File: src/rtl/vdg_pkg.sv
// Shared definitions for the VDG display address counter: default widths,
// graphics mode encodings and the mode-to-geometry lookup functions.
package vdg_pkg;

  localparam int ADDR_W_DEF = 16;
  localparam int OFFS_W_DEF = 13;
  localparam int BASE_W_DEF = 7;

  localparam logic [2:0] GMODE_0 = 3'd0;
  localparam logic [2:0] GMODE_1 = 3'd1;
  localparam logic [2:0] GMODE_2 = 3'd2;
  localparam logic [2:0] GMODE_3 = 3'd3;
  localparam logic [2:0] GMODE_4 = 3'd4;
  localparam logic [2:0] GMODE_5 = 3'd5;
  localparam logic [2:0] GMODE_6 = 3'd6;
  localparam logic [2:0] GMODE_7 = 3'd7;

  // Number of scan lines each memory row is displayed for.
  function automatic logic [3:0] mode_divisor(input logic alpha, input logic [2:0] gmode);
    logic [3:0] div;
    if (alpha) begin
      div = 4'd12;
    end else begin
      case (gmode)
        GMODE_0, GMODE_1, GMODE_2: div = 4'd3;
        GMODE_3, GMODE_4:          div = 4'd2;
        default:                   div = 4'd1;
      endcase
    end
    return div;
  endfunction

  // Bytes fetched per memory row.
  function automatic logic [5:0] mode_width(input logic alpha, input logic [2:0] gmode);
    logic [5:0] w;
    if (alpha) begin
      w = 6'd32;
    end else begin
      case (gmode)
        GMODE_0, GMODE_1, GMODE_3, GMODE_5: w = 6'd16;
        default:                            w = 6'd32;
      endcase
    end
    return w;
  endfunction

endpackage

File: src/rtl/strobe_edge.sv
// Registered previous-sample edge detector. History resets high so strobes
// that idle high produce no edge when reset is released.
module strobe_edge (
  input  logic clk,
  input  logic resetn,
  input  logic d,
  output logic rise,
  output logic fall
);

  logic prev_reg;

  // Capture last cycle's strobe level.
  always_ff @(posedge clk or negedge resetn) begin
    if (!resetn) prev_reg <= 1'b1;
    else         prev_reg <= d;
  end

  assign rise = d & ~prev_reg;
  assign fall = ~d & prev_reg;

endmodule

File: src/rtl/vdg_address_counter.sv
// Display memory address generator. Counts bytes within a row, replays rows
// according to the latched mode, and forms addr = base*512 + offset.
module vdg_address_counter
  import vdg_pkg::*;
#(
  parameter int ADDR_W = ADDR_W_DEF,
  parameter int OFFS_W = OFFS_W_DEF,
  parameter int BASE_W = BASE_W_DEF
) (
  input  logic              clk,
  input  logic              resetn,
  input  logic              da0,
  input  logic              hsn,
  input  logic              fsn,
  input  logic [2:0]        gmode,
  input  logic              alpha,
  input  logic [BASE_W-1:0] base,
  output logic [ADDR_W-1:0] addr,
  output logic              fetch
);

  // Strobe bundle: index 0 = da0, 1 = hsn, 2 = fsn.
  logic [2:0] strobe_in;
  logic [2:0] strobe_rise;
  logic [2:0] strobe_fall;

  assign strobe_in = {fsn, hsn, da0};

  genvar gi;
  generate
    for (gi = 0; gi < 3; gi++) begin : g_edge
      strobe_edge u_edge (
        .clk    (clk),
        .resetn (resetn),
        .d      (strobe_in[gi]),
        .rise   (strobe_rise[gi]),
        .fall   (strobe_fall[gi])
      );
    end
  endgenerate

  logic fsn_ev, hsn_ev, da0_ev;
  assign fsn_ev = strobe_fall[2];
  assign hsn_ev = strobe_fall[1] & ~fsn_ev;
  assign da0_ev = strobe_rise[0] & ~strobe_fall[1] & ~fsn_ev;

  logic [OFFS_W-1:0] offset_reg, offset_next;
  logic [OFFS_W-1:0] line_start_reg, line_start_next;
  logic [3:0]        rep_cnt_reg, rep_cnt_next;
  logic [5:0]        col_cnt_reg, col_cnt_next;
  logic              alpha_lat_reg, alpha_lat_next;
  logic [2:0]        gmode_lat_reg, gmode_lat_next;
  logic [BASE_W-1:0] base_lat_reg, base_lat_next;
  logic              inc_reg, inc_next;
  logic [ADDR_W-1:0] addr_reg, addr_next;
  logic              fetch_reg;

  logic [3:0]        div;
  logic [5:0]        width;
  logic [OFFS_W-1:0] next_line;

  assign div       = mode_divisor(alpha_lat_reg, gmode_lat_reg);
  assign width     = mode_width(alpha_lat_reg, gmode_lat_reg);
  assign next_line = line_start_reg + OFFS_W'(width);

  // Counter next-state: frame beats line beats byte.
  always_comb begin
    offset_next     = offset_reg;
    line_start_next = line_start_reg;
    rep_cnt_next    = rep_cnt_reg;
    col_cnt_next    = col_cnt_reg;
    alpha_lat_next  = alpha_lat_reg;
    gmode_lat_next  = gmode_lat_reg;
    base_lat_next   = base_lat_reg;
    inc_next        = 1'b0;
    if (fsn_ev) begin
      offset_next     = '0;
      line_start_next = '0;
      rep_cnt_next    = '0;
      col_cnt_next    = '0;
      alpha_lat_next  = alpha;
      gmode_lat_next  = gmode;
      base_lat_next   = base;
    end else if (hsn_ev) begin
      col_cnt_next = '0;
      if (rep_cnt_reg == div - 4'd1) begin
        rep_cnt_next    = '0;
        line_start_next = next_line;
        offset_next     = next_line;
      end else begin
        rep_cnt_next = rep_cnt_reg + 4'd1;
        offset_next  = line_start_reg;
      end
    end else if (da0_ev && (col_cnt_reg < width)) begin
      offset_next  = offset_reg + OFFS_W'(1);
      col_cnt_next = col_cnt_reg + 6'd1;
      inc_next     = 1'b1;
    end
  end

  // Output address is base*512 plus the frame offset, modulo 2^ADDR_W.
  assign addr_next = ADDR_W'({base_lat_reg, 9'b0}) + ADDR_W'(offset_reg);

  // Counter state plus a second stage that registers addr and fetch together.
  always_ff @(posedge clk or negedge resetn) begin
    if (!resetn) begin
      offset_reg     <= '0;
      line_start_reg <= '0;
      rep_cnt_reg    <= '0;
      col_cnt_reg    <= '0;
      alpha_lat_reg  <= 1'b1;
      gmode_lat_reg  <= GMODE_0;
      base_lat_reg   <= '0;
      inc_reg        <= 1'b0;
      addr_reg       <= '0;
      fetch_reg      <= 1'b0;
    end else begin
      offset_reg     <= offset_next;
      line_start_reg <= line_start_next;
      rep_cnt_reg    <= rep_cnt_next;
      col_cnt_reg    <= col_cnt_next;
      alpha_lat_reg  <= alpha_lat_next;
      gmode_lat_reg  <= gmode_lat_next;
      base_lat_reg   <= base_lat_next;
      inc_reg        <= inc_next;
      addr_reg       <= addr_next;
      fetch_reg      <= inc_reg;
    end
  end

  assign addr  = addr_reg;
  assign fetch = fetch_reg;

endmodule

File: config.mk
export PLATFORM = sky130hd
export DESIGN_NAME = vdg_address_counter
export DESIGN_NICKNAME = d
export VERILOG_FILES = /design/src/rtl/vdg_pkg.sv /design/src/rtl/strobe_edge.sv /design/src/rtl/vdg_address_counter.sv
export SDC_FILE = /design/constraint.sdc
export NUM_CORES = 1
export LEC_CHECK = 0
export ABC_CLOCK_PERIOD_IN_PS = 3120
export CORE_MARGIN = 1.5
export CORE_UTILIZATION = 55
export DETAILED_ROUTE_END_ITERATION = 8
export GPL_TIMING_DRIVEN = 0
export PLACE_DENSITY_LB_ADDON = 0.1
export SYNTH_ARGS = -nofsm -noshare
export SYNTH_HDL_FRONTEND = slang
export SYNTH_SLANG_ARGS = --single-unit
export TNS_END_PERCENT = 50
File: constraint.sdc
create_clock -name clk -period 3.12 [get_ports clk]
set_clock_uncertainty 0.05 [all_clocks]
set_input_delay 0.312 -clock clk [delete_from_list [all_inputs] [get_ports clk]]
set_output_delay 0.312 -clock clk [all_outputs]
set_load 0.1 [all_outputs]
=== Word level (Yosys, flattened, before mapping) ===
Cells that the tools add are included.
Widths: inputs -> output; s select.

* Register bits: 68
* Input bits: 16

* $add $sub $neg: 6
* Magnitude comparators: 1
* Equal/unequal tests: 6
* Mux-type cells: 19
* Bitwise gates (word level): 11
* Reductions and logical operators: 7

{| class="wikitable"
|+ Operators with widths
! operator !! number
|-
| $mux 13 || 6
|-
| $mux 6 || 5
|-
| $add 16x13->16 || 1
|-
| $mux 4 || 4
|-
| $add 13x1->13 const B || 1
|-
| $add 13x6->13 || 1
|-
| $add 6x1->6 const B || 1
|-
| $and 1x1->1 || 6
|-
| $eq 3x2->1 const B || 2
|-
| $eq 3x3->1 const B || 2
|-
| $lt 6x6->1 || 1
|-
| $not 1->1 || 5
|-
| $add 4x1->4 const B || 1
|-
| $eq 4x4->1 || 1
|-
| $pmux 2 s2 || 1
|-
| $reduce_or 4->1 || 1
|-
| $sub 4x1->4 const B || 1
|-
| $eq 3x1->1 const B || 1
|-
| $logic_not 3->1 || 1
|-
| $mux 1 || 3
|-
| $reduce_bool 3->1 || 1
|-
| $reduce_or 3->1 || 1
|-
| $reduce_bool 2->1 || 1
|-
| $reduce_or 2->1 || 1
|-
| $logic_and 1x1->1 || 1
|}

=== Depth between registers and ports, before layout ===
* Depth after elaboration: 9
* Mapped depth: 12
* Depth with buffers taken out: 10

=== Modules after synthesis ===
From an unflattened synthesis, not the netlist that was laid out.

* Cells, all modules: 304
* Area, all modules: 3166.8 um^2

{| class="wikitable"
|+ Modules (own cells, without submodules)
! module !! times used !! cells each !! area each (um^2) !! sequential area each (um^2)
|-
| vdg_address_counter || 1 || 295 || 3042.9 || 1527.7
|-
| strobe_edge || 3 || 3 || 41.3 || 26.3
|}

=== Least setup slack after synthesis ===
Ideal clock, no wire load.

* Kind: reg-to-reg
* Start: reg alpha_lat_reg
* End: reg offset_reg[9]
* Library setup time: 65 ps
* Data arrival time: 2537 ps
* Required time: 3005 ps
* Path slack: 468 ps
* Cell stages (with the launch flop): 12
* Period minus slack after synthesis: 2652 ps
* Path through: dfstp_2 -> buf_2 -> or3b_2 -> o31ai_1 -> inv_1 -> ha_1 -> a21o_1 -> and2_1 -> and3_1 -> o21ai_0 -> o21a_1 -> o22a_1

* Cells in the longest elaborated chain, start to end: 6
* Elaborated cells between the ends (all ways): 11

{| class="wikitable"
|+ Ends and longest elaborated chain
! item !! line !! text
|-
| start: declaration || vdg_address_counter.sv:51 || <nowiki>logic alpha_lat_reg, alpha_lat_next;</nowiki>
|-
| start signal: assignment || vdg_address_counter.sv:122 || <nowiki>alpha_lat_reg <= alpha_lat_next;</nowiki>
|-
| branches (longest 6 deep; another with $add 13x6->13) || - ||
|-
| end signal: assignment || vdg_address_counter.sv:118 || <nowiki>offset_reg <= offset_next;</nowiki>
|-
| end: declaration || vdg_address_counter.sv:47 || <nowiki>logic [OFFS_W-1:0] offset_reg, offset_next;</nowiki>
|}

Several ways; the timed one is not identified.
A chain may end at the register's enable or synchronous reset.

=== Worst setup path after layout ===
Ends and elaborated chain as after synthesis.

==> results.md <==
Synthesis:
- The synthesized design spends more area on one cell type than any other, namely dfrtp_1.
- Yosys printed 0 warnings.
- The flip-flop and latch count after synthesis is 64.
- The share of synthesized area in the top cell type comes to 0.486.
- Synthesis produced 313 cells.
- After synthesis the cells add up to 3090 um2.
- In this run the mean area of a mapped cell was 9.88 um2.
- In this run, distinct cell masters in the synthesized netlist total 41.
- The share of flip-flops with an asynchronous set or reset is 1.00.
- The number of nets in the synthesized netlist is roughly 340.
- The share of the Yosys chip area taken by registers is 0.520.
- The main flop type after synthesis is dfrtp_1.
- Sorting the synthesized cells by area gives the leading types as dfrtp_1, nand2_1, ha_1, xor2_1, nor2_1.
- In this run, synthesis inferred 0 flip-flops with an integrated enable.

Drt:
- The count of nets left with antenna violations once routing finished came out at 0.
- In the final routed layout, each cell accounts on average for roughly 15 um.
- Across all layers, the routed design uses 2403 vias.
- The highest routing layer actually used is met4.
- The number of design rule violations left after detail routing is 0.
- After detailed routing, the wire length on met1 is roughly 2900 um.
- After detailed routing, the met3 layer carries approximately 330 um of wire.
- The detailed router finished its first iteration with approximately 160 violations.
- In the routed layout, each cell is associated on average with a via count of around 5.5.
- The total wire length is roughly 6400 um.
- Detailed routing placed a total of around 3000 um of wire on met2.
- Before antenna repair, the detailed router went through 5 iterations.

Clock tree:
- The number of buffers between clock root and the deepest sink is 2.
- The clock root buffer is clkbuf_8.
- The TritonCTS clock tree is built.
- The clock reaches the later pin of the worst-skew pair after 0.35 ns.
- Buffers inserted during clock tree synthesis total 9.
- The H-tree was split into 3 levels.
- Counting every sink on the clock net gives 64.
- The number of buffers inserted by post-CTS setup repair is 0.
- After clock tree synthesis, the clock-pin slew on the worst setup and hold paths is approximately 0.07 ns.

Placement:
- After legalization and detailed placement, the total HPWL measured between 4000 and 5000 um.
- Timing analysis after detailed placement gives a worst setup slack of a little under 0.07 ns.
- After detailed placement, the total cell area comes to between 3000 and 4000 um2.
- The congestion estimate from routability-driven global placement came to 0.843.
- The number of port buffers is 32.
- After detailed placement, the design holds a cell count of 418.

Timing:
- Headroom to the max-slew limit came out at 0.349.
- Setup slack closes at about 0.13 ns.
- The final hold violation count is 0.
- The transition time at the pin with the least slew margin is 0.974 ns.
- The final critical delay including setup and external delays is roughly 3.0 ns.
- The count of endpoints failing setup in the final report is 0.
- Timing would allow up to roughly 0.33 GHz.
- The total count of max-transition violations in the final report is 0.
- Dividing the final minimum period by the clock period gives 0.958.

Power and ir drop:
- In this run the power density over the cells is between 600 and 700 nW/um2.
- The switching portion of total power is 0.318.
- The net switching component of the power is between 0.7 and 0.8 mW.
- Cell internal power was estimated by the tool at between 1.5 and 2 mW.
- Of the total power, combinational logic draws 0.227.
- The worst-case vdd ir drop is about 0.33 mV.
- The static leakage power is between 1.5 and 2 nW.
- The share of total power dissipated in the clock network is 0.371.
- The share of total power in sequential cells is 0.402.

Floorplanning:
- The I/O pin count is 33.
- The initial utilization of the core area, before any placement, comes to 0.565.
- From left edge to right edge, the die measures 78.0 um.
- In this run the standard cell core region covers 5470 um2.
- The die is 78.0 um tall.
- The area of the die is approximately 6100 um2.
- The initialized floorplan defines 27 standard-cell rows.

Worst setup path:
- For the worst setup path, the data required time is between 3 and 4 ns.
- The signal on the critical path passes through buf_2 -> or3b_2 -> o31ai_2 -> inv_1 -> ha_1 -> a21o_1 -> and2_1 -> and3_1 -> o21ai_0 -> o21a_1 -> o22a_1.
- For this run, the slowest stage of the critical path takes around 0.50 ns.
- The slowest stage of the critical path belongs to the cell or3b_2.
- The critical path endpoint category is a register.
- The biggest fanout along the worst timing path is 8.
- The arrival time of data at the critical path endpoint is between 3 and 4 ns.
- The type of the worst setup path is reg -> reg.
- STA classifies the critical path startpoint as a register.

Layout:
- The register with the most flip-flops in the layout has 16 of them.
- The area added between synthesis and finish is 22.9%.
- In the layout the commonest cells are dfrtp_1, nand2_1, clkdlybuf4s50_1.
- Summing all non-filler instances in the final layout gives an area of 3800 um2.
- The final cell utilization of the core is 0.694.
- For this run, the post-layout net count is 386.
- The ratio of cells with drive above 1 in the final layout is 0.107.
- The count of placed standard cells in the final layout, fillers left out is around 440.
- Leaving out fill and tap cells, the most frequent cell in the layout is dfrtp_1.
- The number of antenna diodes in the final layout is 0.

Global route:
- The maximum number of pins on one net before global-route repair is 39.
- After global routing the overflow that remains totals 0.
- The first-pass GRT wire length is between 10000 and 15000 um.
- The overall fraction of global-route tracks in use is 0.226.
- The number of global-route vias before repair is roughly 2200.
- The number of antenna violations at the first check in global routing came to 0.

Flow run:
- The number of max-cap violations is 0.

Outcome:
- The run finished with clean final reports.

Hold path:
- The path class of the tightest hold or removal check is reg -> reg.
synthesized netlist by cell type (6+ instances only):
master and instances:
dfrtp_1 60, nand2_1 55, nor2_1 30, a21oi_1 13, xor2_1 13, xnor2_1 11
ha_1 10, o21ai_0 10, inv_1 8, nand3_1 8, nand4_1 8, nor3_1 8
clkbuf_1 6, nor2b_1 6
repair_timing:
item                                    CTS  global route
resized for setup                         1             4
endpoints found under the setup margin    1             2
hold buffers                              1             0
endpoints found under the hold margin    26             0
per-layer routing:
| metal | track usage | vias up |
|---|---|---|
| li1 | - | 1166 |
| met3 | 0.0565 | 16 |
| met1 | 0.304 | 1144 |
| met2 | 0.347 | 77 |
| met4 | 0.102 | 0 |
| met5 | 0 | - |
power groups by stage:
stage / Sequential (mW) / Clock (mW) / Combinational [mW]
after floorplan: 1.12 / 0 / 0.211
after global placement: 0.961 / 0 / 0.511
after detailed placement: 0.965 / 0 / 0.520
after CTS: 0.950 / 0.889 / 0.531
after global routing: 0.959 / 0.929 / 0.576
final: 0.950 / 0.875 / 0.537
cells by family (layout without fill, tap and decap cells):
logic type | Yosys count | after routing | share of synthesized area
adders and majority gates | 12 | 12 | 0.0534
DFF | 64 | 64 | 0.520
buffers and inverters | 19 | 69 | 0.0251
AOI/OAI and AO/OA | 54 | 54 | 0.113
and+or+nand+nor | 136 | 136 | 0.207
muxes | 4 | 4 | 0.0134
xor gates and xnor gates | 24 | 24 | 0.0680
per-stage QoR:
step | power, mW | setup TNS (ns) | hold slack (ns)
after detailed placement | 1.48 | 0 | 0.302
final | 2.36 | 0 | 0.327
after global placement | 1.47 | -19.01 | 0.284
after floorplan | 1.34 | 0 | -0.0336
after global routing | 2.46 | -0.0104 | 0.338
after CTS | 2.37 | 0 | 0.334
area by class of cell:
| cell class | count | area [um2] |
|---|---|---|
| repair buffers | 34 | 345 |
| clock inverters | 5 | 104 |
| multi-input cells | 230 | 1430 |
| flip-flops and latches | 64 | 1610 |
| clock buffers | 11 | 141 |
| fillers | 451 | 1670 |
| plain buffers | 11 | 47.5 |
| inverters | 8 | 30.0 |
| well taps | 72 | 90.1 |
worst paths after layout:
| check | from | to | slack (ns) | depth (start not counted) |
|---|---|---|---|---|
| max | alpha_lat_reg | offset_reg[9] | 0.13 | 11 |
| min | inc_reg | fetch | 0.33 | 0 |
| max reg2reg | alpha_lat_reg | offset_reg[9] | 0.13 | 11 |
| min reg2reg | inc_reg | fetch | 0.33 | 0 |
| max in group asynchronous | resetn | alpha_lat_reg | 1.89 | 3 |
| min in group asynchronous | resetn | addr[3] | 0.46 | 2 |
worst max-delay path, delay by kind of cell, from the launching register on:
kind                       cells  cell delay (ns)
buffers and inverters          2             0.27
DFF                            1             0.36
and+or+nand+nor                3             0.83
adders and majority gates      1             0.32
AOI/OAI and AO/OA              5             1.10
Power figures use the tool's default switching activity.
